--- config.mk ---
export PLATFORM = sky130hd
export DESIGN_NAME = uart_byte_tx
export DESIGN_NICKNAME = d
export VERILOG_FILES = /design/src/rtl/uart_byte_tx.sv
export SDC_FILE = /design/constraint.sdc
export NUM_CORES = 1
export LEC_CHECK = 0
export CAP_MARGIN = 20
export CORE_ASPECT_RATIO = 1.75
export CORE_MARGIN = 5
export CORE_UTILIZATION = 59
export DETAILED_ROUTE_END_ITERATION = 16
export HOLD_SLACK_MARGIN = 0.03
export PLACE_DENSITY = 0.9
export RECOVER_POWER = 25
export SYNTH_ARGS = -nofsm -noshare
export SYNTH_HDL_FRONTEND = slang
export SYNTH_SLANG_ARGS = --single-unit
--- constraint.sdc ---
create_clock -name sclk_50M -period 2.7 [get_ports sclk_50M]
set_input_delay 0.27 -clock sclk_50M [delete_from_list [all_inputs] [get_ports sclk_50M]]
set_output_delay 0.27 -clock sclk_50M [all_outputs]
set_load 0.02 [all_outputs]
--- src/rtl/uart_byte_tx.sv ---
// uart_byte_tx: FIFO-buffered 8N1 UART transmitter, LSB first.
// Ports:
//   sclk_50M  - clock
//   s_rst     - sync reset, active high
//   tx_data   - byte to send
//   tx_valid  - tx_data valid
//   tx_ready  - FIFO has room
//   tx        - serial line, idle high
//   busy      - a frame is on the line
//   done_flag - pulses on the last stop cycle
module uart_byte_tx #(
  parameter int BAUD_CNT   = 5208,
  parameter int FIFO_DEPTH = 4
) (
  input  logic       sclk_50M,
  input  logic       s_rst,
  input  logic [7:0] tx_data,
  input  logic       tx_valid,
  output logic       tx_ready,
  output logic       tx,
  output logic       busy,
  output logic       done_flag
);

  localparam int AW = (FIFO_DEPTH > 1) ? $clog2(FIFO_DEPTH) : 1;
  localparam int CW = $clog2(BAUD_CNT + 1);

  localparam logic [AW:0]   DEPTH     = (AW+1)'(FIFO_DEPTH);
  localparam logic [AW:0]   CNT_ONE   = (AW+1)'(1);
  localparam logic [AW-1:0] PTR_LAST  = AW'(FIFO_DEPTH - 1);
  localparam logic [AW-1:0] PTR_ONE   = AW'(1);
  localparam logic [CW-1:0] BAUD_LAST = CW'(BAUD_CNT - 1);
  localparam logic [CW-1:0] BAUD_PRE  = CW'(BAUD_CNT - 2);
  localparam logic [CW-1:0] BAUD_ONE  = CW'(1);

  typedef enum logic [1:0] {
    IDLE,
    START,
    DATA,
    STOP
  } state_t;

  state_t        state;
  logic [CW-1:0] baud;
  logic [2:0]    bit_idx;
  logic [7:0]    shift;

  logic [7:0]    mem [FIFO_DEPTH];
  logic [AW-1:0] wr_ptr;
  logic [AW-1:0] rd_ptr;
  logic [AW:0]   count;

  logic push;
  logic pop;
  logic nonempty;
  logic baud_end;
  logic [7:0] head;

  // Ready looks at count alone, so a full FIFO refuses a
  // write even on a cycle where the FSM pops.
  assign tx_ready = count < DEPTH;
  assign nonempty = count != '0;
  assign push     = tx_valid & tx_ready;
  assign baud_end = baud == BAUD_LAST;
  assign head     = mem[rd_ptr];

  // The FSM pops when idle, or at the very end of a stop bit
  // so the next start bit follows with no gap.
  assign pop = nonempty &
    ((state == IDLE) | ((state == STOP) & baud_end));

  function automatic logic [AW-1:0] ptr_inc(
    input logic [AW-1:0] p
  );
    return (p == PTR_LAST) ? '0 : p + PTR_ONE;
  endfunction

  always_ff @(posedge sclk_50M) begin
    if (!s_rst && push) begin
      mem[wr_ptr] <= tx_data;
    end
  end

  always_ff @(posedge sclk_50M) begin
    if (s_rst) begin
      wr_ptr <= '0;
      rd_ptr <= '0;
      count  <= '0;
    end else begin
      if (push) wr_ptr <= ptr_inc(wr_ptr);
      if (pop)  rd_ptr <= ptr_inc(rd_ptr);
      case ({push, pop})
        2'b10:   count <= count + CNT_ONE;
        2'b01:   count <= count - CNT_ONE;
        default: count <= count;
      endcase
    end
  end

  always_ff @(posedge sclk_50M) begin
    if (s_rst) begin
      state     <= IDLE;
      tx        <= 1'b1;
      busy      <= 1'b0;
      done_flag <= 1'b0;
      baud      <= '0;
      bit_idx   <= '0;
      shift     <= '0;
    end else begin
      done_flag <= 1'b0;
      unique case (state)
        IDLE: begin
          tx      <= 1'b1;
          busy    <= 1'b0;
          baud    <= '0;
          bit_idx <= '0;
          if (nonempty) begin
            shift <= head;
            tx    <= 1'b0;
            busy  <= 1'b1;
            state <= START;
          end
        end
        START: begin
          if (baud_end) begin
            baud    <= '0;
            bit_idx <= '0;
            tx      <= shift[0];
            shift   <= shift >> 1;
            state   <= DATA;
          end else begin
            baud <= baud + BAUD_ONE;
          end
        end
        DATA: begin
          if (baud_end) begin
            baud <= '0;
            if (bit_idx == 3'd7) begin
              tx    <= 1'b1;
              state <= STOP;
            end else begin
              bit_idx <= bit_idx + 3'd1;
              tx      <= shift[0];
              shift   <= shift >> 1;
            end
          end else begin
            baud <= baud + BAUD_ONE;
          end
        end
        STOP: begin
          // Registered pulse lands on the final stop cycle.
          if (baud == BAUD_PRE) done_flag <= 1'b1;
          if (baud_end) begin
            baud <= '0;
            if (nonempty) begin
              shift <= head;
              tx    <= 1'b0;
              state <= START;
            end else begin
              tx    <= 1'b1;
              busy  <= 1'b0;
              state <= IDLE;
            end
          end else begin
            baud <= baud + BAUD_ONE;
          end
        end
        default: begin
          state <= IDLE;
          tx    <= 1'b1;
          busy  <= 1'b0;
        end
      endcase
    end
  end

endmodule

==> impl_results.md, run 1 <==
* Synthesized instance count at 255
* All-Layer GR Usage at 0.1786
* Final #Nets at 302
* P per Cell Area at 982.6 nW/um^2
* Detailed Route WL at 5542 um
* Max Fanout on Critical Path at 5
* Design Power at 3.472 mW
* Vias at 2008
* Peak VDD IR at 0.7210 mV
* Number of antenna violations at the first check in global routing at 0
* Asr flop ratio synth at 0
* Share of layout cells above drive strength 1 at 0.1362
* Crit. Startpoint: baud[0]
* Min Tclk post-route at 2.515 ns
* Boundary pin count at 15
* Post-Synth Adder-Cell Area at 0.07051
* Syn_nets at 283
* Worst-Skew Late Latency at 0.34 ns
* Clock slew at reported path FFs at 0.08 ns
* WL per Instance at 16.59 um
* Die H at 106.2 um
* CTS Root Cell: clkbuf_8
* Post-synthesis sequential area ratio at 0.5513
* DRC at 0
* Finished Core Util at 0.6780
* Initial DRC Count at 97
* Hold Crit Class: flip-flop to flip-flop
* Max-slew headroom at 0.5602
* RSZ-0062 raised after global routing: no
* Post-Syn Area at 3123 sq um
* Outcome: complete, no violations
* Period utilization at 0.9314
* CTS tree: built
* Simple-Gate Fraction of Synth Area at 0.1210
* Post_cts resized at 0
* Initial Utilization at 0.5993
* Slew @ Worst Pin at 0.6597 ns
* Primary FF master, synth: dfxtp_1
* # rows at 35
* GR Overflow Total at 0
* Cts hold-fix bufs at 0
* Area added between synthesis and finish at 13.14%
* Min-Delay Startpoint: baud[0]
* Lkg Pwr at 1.203 nW
* CTS Buffer Depth at 2
* Final setup fails at 0
* CTS buffer count at 9
* Die area at 6905 sq um
* Pin count of the biggest net entering global routing at 17
* Remaining antenna violation count after routing at 0
* Max-cap violation count at 0
* Largest family of logic cells by synthesized area: simple AND/OR/NAND/NOR gates
* Crit path DAT at 2.79 ns
* Reg2reg setup slack at 0.19 ns
* Synth warnings at 0
* N_diodes at 0
* DP HPWL at 3824 um
* F_max at 0.3977 GHz
* PortBufs at 14
* Placer Congestion at 0.8758
* Layout fillers at 361
* Mux contribution to synthesized area at 0.08333
* Synth Area in XOR/XNOR at 0.03365
* First-pass iteration count of the detailed router at 5
* EDFF count, synth at 32
* First-pass GRT wire length at 9321 um
* Max-slew violations at 0
* Vias in the first global route at 2053
* Post-synthesis register bit count at 70
* Crit path required time at 2.97 ns
* Final Skew at 0.01130 ns
* DR vias/cell at 6.012
* Complex-gate fraction of the synthesized area at 0.1086
* H-tree levels at 3
* CP startpoint kind: flip-flop
* Area of the core at 5211 sq um
* R2R Path Start: baud[0]
* Syn_area_per_cell at 12.25 sq um
* CP endpoint kind: flip-flop
* Synth cell types at 50
* Setup_tns at 0 ns
* Crit Path Category: flip-flop to flip-flop
* Clock sink count at 70
* Die X-Extent at 65.00 um
* Setup Buffers After CTS at 0
* Final Hold Viols at 0
[final timing paths]
path	to	depth (start not counted)
max	count[2]	10
min reg2reg	baud[0]	1
max reg2reg	count[2]	10
min	baud[0]	1
[critical path, stage by stage (launching register included)]
cell and delay (ns):
dfxtp_1 0.42, ha_4 0.19, and4_2 0.28, a41oi_2 0.18, nor2_1 0.15, ha_1 0.20
inv_1 0.06, fa_1 0.37, xor2_1 0.15, or3_1 0.30, a21oi_1 0.15
[Yosys cell counts, types with 2 or more instances]
cell	instances	area share
edfxtp_1	32	0.31
buf_6	2	0.0072
ha_1	16	0.064
nor3_1	4	0.0064
mux2i_1	8	0.026
a311oi_1	6	0.017
dfxtp_1	38	0.24
xnor2_1	7	0.020
xor2_1	5	0.014
nor4_1	5	0.010
nor2b_1	2	0.0040
inv_1	12	0.014
nand4_1	4	0.0080
a21oi_1	17	0.027
a32o_1	2	0.0064
and2_1	4	0.0080
clkbuf_1	6	0.0072
or3_1	4	0.0080
nand2_1	6	0.0072
mux4_2	8	0.058
nor2_1	25	0.030
o21ai_0	10	0.016
nand3_1	5	0.0080
[cell usage in the layout, fill, tap and decap left out, drive strengths merged, types with 2 or more instances in the layout]
cell type and instances:
nor3 4, and2 4, or3 4, buf 4, nand3 5, xor2 5, nor2b 2, nor2 25
ha 16, xnor2 7, dlygate4sd3 7, dfxtp 38, nand2 6, mux2i 8, o21ai 10, clkinvlp 4
clkbuf 9, nor4 5, edfxtp 32, a311oi 7, mux4 8, nand4 4, a32o 2, clkdlybuf4s50 7
o31ai 2, inv 13, or4 2, a21oi 17
[flip-flops by register name (all words and copies together), names as in the netlist, named ones only]
| register | cells |
|---|---|
| baud | 13 |
| bit_idx | 3 |
| busy | 1 |
| count | 3 |
| done_flag | 1 |
| mem | 32 |
| rd_ptr | 2 |
| shift | 8 |
| state | 2 |
| tx | 1 |
| wr_ptr | 2 |
[power by group]
group / total, mW / switching (mW) / leakage [nW] / internal [mW]
clock: 0.838 / 0.411 / 0.0879 / 0.427
sequential: 1.38 / 0.122 / 0.601 / 1.25
combinational: 1.26 / 0.695 / 0.515 / 0.562
total: 3.47 / 1.23 / 1.20 / 2.24
[kinds of logic after synthesis]
kind of cell    Yosys count
simple gates             70
xor+xnor                 12
buf+inv                  22
mux                      16
compound gates           48
flops                    70
fa+ha+maj                17
[routing by layer]
| metal | wire length (um) | track usage | vias to the layer above |
|---|---|---|---|
| met3 | 143 | 0.04440 | 22 |
| met2 | 3097 | 0.3245 | 37 |
| met1 | 2119 | 0.1823 | 953 |
| met5 | 0 | 0 | - |
| li1 | - | - | 996 |
| met4 | 182 | 0.09380 | 0 |
[metrics by stage]
stage	area [sq um]	worst slack (ns)	hold WS [ns]	cells
after floorplan	3123	0.3470	0.3689	255
after global placement	3308	0.2377	0.4419	318
after detailed placement	3308	0.09677	0.4646	318
after CTS	3506	0.07857	0.4825	334
after global routing	3533	0.02648	0.5354	334
final	3533	0.1853	0.5061	334
[area by class of cell]
| type | count | area, sq um | area share |
|---|---|---|---|
| Inverter | 12 | 45.04 | 0.01275 |
| Sequential cell | 70 | 1722 | 0.4873 |
| Multi-Input combinational cell | 163 | 1330 | 0.3764 |
| Timing Repair Buffer | 18 | 170.2 | 0.04816 |
| Clock buffer | 9 | 123.9 | 0.03506 |
| Clock inverter | 7 | 73.82 | 0.02089 |
| Tap cell | 55 | 68.82 | 0.01948 |
Power figures use the tool's default switching activity.
==> run 2, diff against run 1 <==
CORE_UTILIZATION = 34   (was 59)
GPL_ROUTABILITY_DRIVEN = 1   (was default)
PLACE_DENSITY = 0.62   (was 0.9)
==> run 2 against run 1 <==
Compared with the run above:
- register-to-register slack improved by 0.05 ns
- critical path depth did not move
- hold slack worse by 0.035 ns
- global-route usage fell by 5.4 points
- worst setup slack better by 0.049 ns
- design area increased by 3.8%
- sequential share of layout area decreased by 1.8 points
- flip-flop and latch count is the same
- critical endpoint unchanged
- largest power group unchanged
==> impl_results.md, run 2 (synthesis results as in run 1) <==
* Outcome: complete, no violations
* Initial DRC Count at 80 (-18%)
* First-pass GRT wire length at 10210 um (+9.5%)
* Setup Buffers After CTS at 0 (unchanged)
* Clock slew at reported path FFs at 0.05 ns (-0.03 ns)
* Clock network power share at 0.282 (+0.040)
* Switching Fraction at 0.3316 (-0.02216)
* Vias in the first global route at 2098 (+2.2%)
* Met2 Usage GRT at 0.2228 (-0.1018)
* Met3 Resource Use GR at 0.04150 (-0.002895)
* DR vias/cell at 5.037 (-16%)
* Boundary pin count at 15 (unchanged)
* PortBufs at 14 (unchanged)
* RR Endpoint: count[2]
* Crit path required time at 2.96 ns (about the same)
* Final #Nets at 304 (+0.66%)
* Lkg Pwr at 1.255 nW (+4.2%)
* Period utilization at 0.9132 (-0.01823)
* Crit. Startpoint: baud[0]
* GR Util met1 at 0.1213 (-0.06103)
* Max-slew headroom at 0.5562 (-0.004022)
* Final Hold Viols at 0 (unchanged)
* Max-cap violation count at 0 (unchanged)
* Top flop regs: mem x32, baud x13, shift x8
* Max Fanout on Critical Path at 5 (unchanged)
* Finished Core Util at 0.4057 (-0.2723)
* Initial Utilization at 0.3456 (-0.2537)
* Die area at 11280 sq um (+63%)
* P per Cell Area at 993.9 nW/um^2 (+1.2%)
* Reg2reg setup slack at 0.23 ns (+0.05 ns)
* H-tree levels at 3 (unchanged)
* Crit Path Category: flip-flop to flip-flop
* Remaining antenna violation count after routing at 0 (unchanged)
* Share of layout cells above drive strength 1 at 0.1174 (-0.01876)
* All-Layer GR Usage at 0.1244 (-0.05426)
* First-pass iteration count of the detailed router at 4 (-1)
* Slew @ Worst Pin at 0.6658 ns (+0.006033 ns)
* GR Overflow Total at 0 (unchanged)
* Crit path to: count[2]
* Hold Crit Class: flip-flop to flip-flop
* Area added between synthesis and finish at 17.39%
* Crit path cell chain: ha_1 -> and4_1 -> a41oi_1 -> nor2_1 -> ha_1 -> inv_1 -> fa_1 -> xor2_1 -> or3_1 -> a21oi_1
* # rows at 46 (+31%)
* F_max at 0.4056 GHz (+2.0%)
* CTS tree: built
* Reg with most FFs: mem
* N_diodes at 0 (unchanged)
* Max incr delay on CP at 0.37 ns (-0.05 ns)
* Final setup fails at 0 (unchanged)
* Pin count of the biggest net entering global routing at 21 (+4)
* Hold slack at 0.4713 ns (-0.03485 ns)
* Total net switching power at 1.208 mW (-1.6%)
* P_int at 2.436 mW (+8.6%)
* Setup_tns at 0 ns (unchanged)
* Part of the power in registers at 0.377 (-0.019)
* Cts hold-fix bufs at 0 (unchanged)
* Max-slew violations at 0 (unchanged)
* Die H at 136.8 um (+29%)
* Worst-Skew Late Latency at 0.33 ns (about the same)
* CP startpoint kind: flip-flop
* Die X-Extent at 82.45 um (+27%)
* Top cell by count, worst path: ha_1
* DRC at 0 (unchanged)
* Max FFs per register at 32 (unchanged)
* Detailed Route WL at 5934 um (+7.1%)
* Number of antenna violations at the first check in global routing at 0 (unchanged)
* CTS buffer count at 9 (unchanged)
* RSZ-0062 raised after global routing: no
* Vias at 2020 (+0.60%)
* Layout fillers at 863 (+140%)
* DP Area at 3405 sq um (+2.9%)
* Peak VDD IR at 0.4757 mV (-34%)
* Most frequent cells in the layout: 38 x dfxtp_1, 32 x edfxtp_1, 25 x nor2_1
* Final Cell Area at 3666 sq um (+3.8%)
* Crit-path slowest cell: dfxtp_1
* Min Tclk post-route at 2.466 ns (-0.04921 ns)
* Crit path DAT at 2.73 ns (-0.06 ns)
* Clock sink count at 70 (unchanged)
* DP HPWL at 4323 um (+13%)
* CTS Buffer Depth at 2 (unchanged)
* WL per Instance at 14.80 um (-11%)
* GRT busiest layer: met2
* Combinational Power Share at 0.341 (-0.021)
* CTS Root Cell: clkbuf_16
* Reg2Reg Depth at 10 (unchanged)
* Area of the core at 9036 sq um (+73%)
* R2R Path Start: baud[0]
* Placer Congestion at 0.8532 (-2.6%)
* Final Skew at 0.008451 ns (-0.002851 ns)
* CP endpoint kind: flip-flop
* Most common cell after layout, fill and taps aside: dfxtp_1
==> run 2: changes by cell type in the layout (fill, tap and decap cells not counted), moves of 2 or more <==
cell and delta:
clkinv_2 +2, clkbuf_16 +9, clkinvlp_4 -4, clkbuf_8 -9, buf_4 +2, clkbuf_1 +4
==> run 2: worst max-delay path: cells and delay by family (launching register included) <==
family	cells	cell delay [ns]
buffers and inverters	1	0.06
AO/OA/AOI/OAI	2	0.35
adder cells (fa/ha/maj)	3	0.74
flip-flops	1	0.37
AND/OR/NAND/NOR	3	0.72
XOR/XNOR	1	0.16
==> run 2: cell type report <==
cell class / count / area (sq um) / area share
tap: 120 / 150.1 / 0.04096
multi-input combinational: 163 / 1309 / 0.3570
clock buffer: 13 / 240.2 / 0.06553
timing repair buffer: 20 / 185.2 / 0.05051
clock inverter: 3 / 15.01 / 0.004096
sequential: 70 / 1722 / 0.4696
inverter: 12 / 45.04 / 0.01229
==> run 2: stage by stage <==
stage                     std cells  total power [mW]  setup slack [ns]
after detailed placement        385             2.659            0.2616
after global routing            401             3.903           0.01152
final                           401             3.644            0.2345
after floorplan                 255             2.384            0.3470
after global placement          385             2.632            0.3089
after CTS                       401             3.701            0.2346
==> run 2: power groups by stage <==
| stage | Sequential [mW] | Clock (mW) | Combinational [mW] |
|---|---|---|---|
| final | 1.37 | 1.03 | 1.24 |
| after detailed placement | 1.40 | 0 | 1.26 |
| after floorplan | 1.35 | 0 | 1.03 |
| after CTS | 1.38 | 1.06 | 1.27 |
| after global routing | 1.40 | 1.10 | 1.40 |
| after global placement | 1.40 | 0 | 1.24 |
==> run 2: how the worst min path moves through the flow <==
stage / to / slack, ns / depth (start not counted) / from
finish: baud[0] / 0.47 / 1 / baud[0]
CTS: baud[0] / 0.47 / 1 / baud[0]
global route: baud[0] / 0.51 / 1 / baud[0]
floorplan: mem[0][0] / 0.37 / 0 / tx_data[0]
global placement: baud[0] / 0.44 / 1 / baud[0]
detailed placement: baud[0] / 0.46 / 1 / baud[0]
==> run 2: per-layer routing <==
layer  vias to the layer above  part of all wire
li1                        998                 -
met1                       969              0.36
met2                        36              0.57
met3                        17             0.037
met4                         0             0.032
met5                         -                 0
==> run 2: timing repair <==
item                       4_1_cts  5_1_grt
gates resized for setup          0        1
setup endpoints to repair        0        1
hold endpoints to repair         0        0
==> RTL edit: new RTL, config.mk and constraints of run 2 <==
Change the parameter `FIFO_DEPTH` from 4 to 8.
--- a/src/rtl/uart_byte_tx.sv
+++ b/src/rtl/uart_byte_tx.sv
@@ -11,5 +11,5 @@
 module uart_byte_tx #(
   parameter int BAUD_CNT   = 5208,
-  parameter int FIFO_DEPTH = 4
+  parameter int FIFO_DEPTH = 8
 ) (
   input  logic       sclk_50M,
Behaviour: not the same (a bounded check fails within 10 cycles, from zero or initial values and one cycle with s_rst high).
==> RTL edit against run 2 <==
  * Area after synthesis grew 45%
  * Routed wire length rose by 50%
  * Maximum frequency decreased by 0.31%
  * Combinational power increased by 40%
  * Total power is 37% higher
  * Design area increased by 44%
  * Worst hold slack worse by 23 ps
  * Non-clock buffer count up 10
  * Critical path depth is 1 higher
  * First-iteration DRC count increased by 120%
  * Sequential cell count up 36
  * Setup slack got worse by 7.6 ps
  * Critical path type unchanged
==> RTL edit: results (changes against run 2) <==
- Status: finished, final reports clean (unchanged)
- Maximum clock insertion buffer count: 2 (unchanged)
- Initial DRC count: 179 (was 80)
- Clock skew: 10.6 ps (was 8.45 ps)
- Skew-Pair Late Insertion Delay: 350 ps (was 330 ps)
- Port-buffer cells: 14 (unchanged)
- Register area share after synthesis: 60.9% (was 55.1%)
- Initial antenna violation count: 0 (unchanged)
- Fill cells: 1,233 (was 863)
- Nets: 423 (was 304)
- Yosys warnings: 0 (unchanged)
- Critical Path AT: 2750 ps (was 2730 ps)
- FFs w/ async S/R, synth: 0% (unchanged)
- Largest net degree at the start of global routing: 41 (was 21)
- Dominant cells by area after synthesis: edfxtp_1 42%, dfxtp_1 19%, ha_1 4.4% (was edfxtp_1 31%, dfxtp_1 24%, ha_1 6.4%)
- NetSw: 1.71 mW (was 1.21 mW)
- Max IR drop VDD: 0.000468 V (was 0.000476 V)
- Worst Hold Class: reg2reg (unchanged)
- Headroom to the max-slew limit: 53.5% (was 55.6%)
- Proportion of layout cells with a drive suffix above 1: 13.7% (was 11.7%)
- Placed inst area: 4980 µm² (was 3400 µm²)
- Root cell of the clock tree: clkbuf_16 (unchanged)
- Leak: 1.79 nW (was 1.25 nW)
- First-pass DRT Iterations: 4 (unchanged)
- Diodes inserted: 0 (unchanged)
- Routed vias: 2,949 (was 2,020)
- Worst-path fanout max: 5 (unchanged)
- All-layer global routing usage: 11.8% (was 12.4%)
- HPWL after DPL: 6.43 mm (was 4.32 mm)
- Vias in the first global route: 2,976 (was 2,098)
- H-tree Lvls: 3 (unchanged)
- Post-synth EDFFs: 64 (was 32)
- Global-route wire length before repair: 14.7 mm (was 10.2 mm)
- R2R setup slack: 230 ps
- Clock transition at the registers of the reported paths: 70 ps (was 50 ps)
- Placer Congestion: 0.783 (was 0.853)
- Synth unique cells: 47 (was 50)
- Synthesized Nets: 394 (was 283)
- Commonest cells post-synth: 64 x edfxtp_1, 42 x dfxtp_1, 38 x nor2_1 (was 38 x dfxtp_1, 32 x edfxtp_1, 25 x nor2_1, 17 x a21oi_1, 16 x ha_1)
- Top Registers: mem (64), baud (13), shift (8) (was mem (32), baud (13), shift (8))
- Total CTS buffers: 9 (unchanged)
- Wirelength per Cell: 15.5 µm (was 14.8 µm)
[RTL edit: cell types whose count changed after synthesis, moves of 8 or more]
| cell | delta |
|---|---|
| o22ai_1 | +8 |
| nor3_1 | +10 |
| a211oi_1 | +16 |
| mux4_2 | -8 |
| nor2b_1 | +8 |
| edfxtp_1 | +32 |
| a2111oi_0 | +8 |
| nor2_1 | +13 |
| nand2_1 | +9 |
| mux2_2 | +16 |
[RTL edit: worst paths after layout]
path / from / to / cells after the start
max: baud[9] / count[2] / 11
min: bit_idx[2] / bit_idx[2] / 2
max reg2reg: baud[9] / count[2] / 11
min reg2reg: bit_idx[2] / bit_idx[2] / 2
[RTL edit: repair_timing]
| item | CTS | global route |
|---|---|---|
| endpoints found under the setup margin | 0 | 1 |
| hold endpoints to repair | 0 | 0 |
| buffers inserted | 0 | 0 |
| resized for setup | 0 | 1 |
[RTL edit: worst max-delay path: stages (launching register included)]
cell and delay [ps]:
dfxtp_1 350, or3_4 450, nor4_4 310, o21ai_2 90, inv_1 80, ha_1 180, xor2_1 150, ha_1 160
a21oi_1 50, xor2_1 140, or3_1 300, a21oi_1 140
[RTL edit: logic make-up after synthesis]
kind of cell    after synthesis  share of synthesized area (%)
compound gates               65                           9.79
xor+xnor                     14                           2.70
simple gates                117                           13.7
mux                          28                           6.62
fa+ha+maj                    16                           4.41
buf+inv                      21                           1.90
flops                       106                           60.9
[RTL edit: final cells by class]
cell class	instances	area, µm²	share of cell area [%]
well taps	174	218	4.13
repair buffers	30	273	5.17
clock buffers	9	225	4.27
inverters	9	33.8	0.640
multi-input cells	240	1700	32.2
clock inverters	7	65.1	1.23
flip-flops and latches	106	2760	52.4
[RTL edit: power groups by stage]
stage | Combinational (mW) | Clock [mW] | Sequential [mW]
final | 1.74 | 1.25 | 2.00
after floorplan | 1.28 | 0 | 2.02
after global placement | 1.72 | 0 | 2.02
after CTS | 1.76 | 1.28 | 2.00
after detailed placement | 1.75 | 0 | 2.03
after global routing | 1.97 | 1.35 | 2.02
[RTL edit: per-stage QoR]
step,worst slack (ps),hold slack (ps),instances,power (mW)
floorplan,237,369,367,3.30
global placement,239,429,559,3.75
detailed placement,186,440,559,3.78
CTS,160,451,575,5.04
global route,30.5,476,575,5.35
finish,227,449,575,4.99
[RTL edit: per-layer routing]
| layer | vias up | wire length [µm] | track usage [%] |
|---|---|---|---|
| met5 | - | 0 | 0 |
| met4 | 0 | 376 | 6.87 |
| met3 | 28 | 283 | 2.14 |
| met2 | 69 | 4800 | 21.6 |
| met1 | 1416 | 3470 | 12.6 |
| li1 | 1436 | - | - |
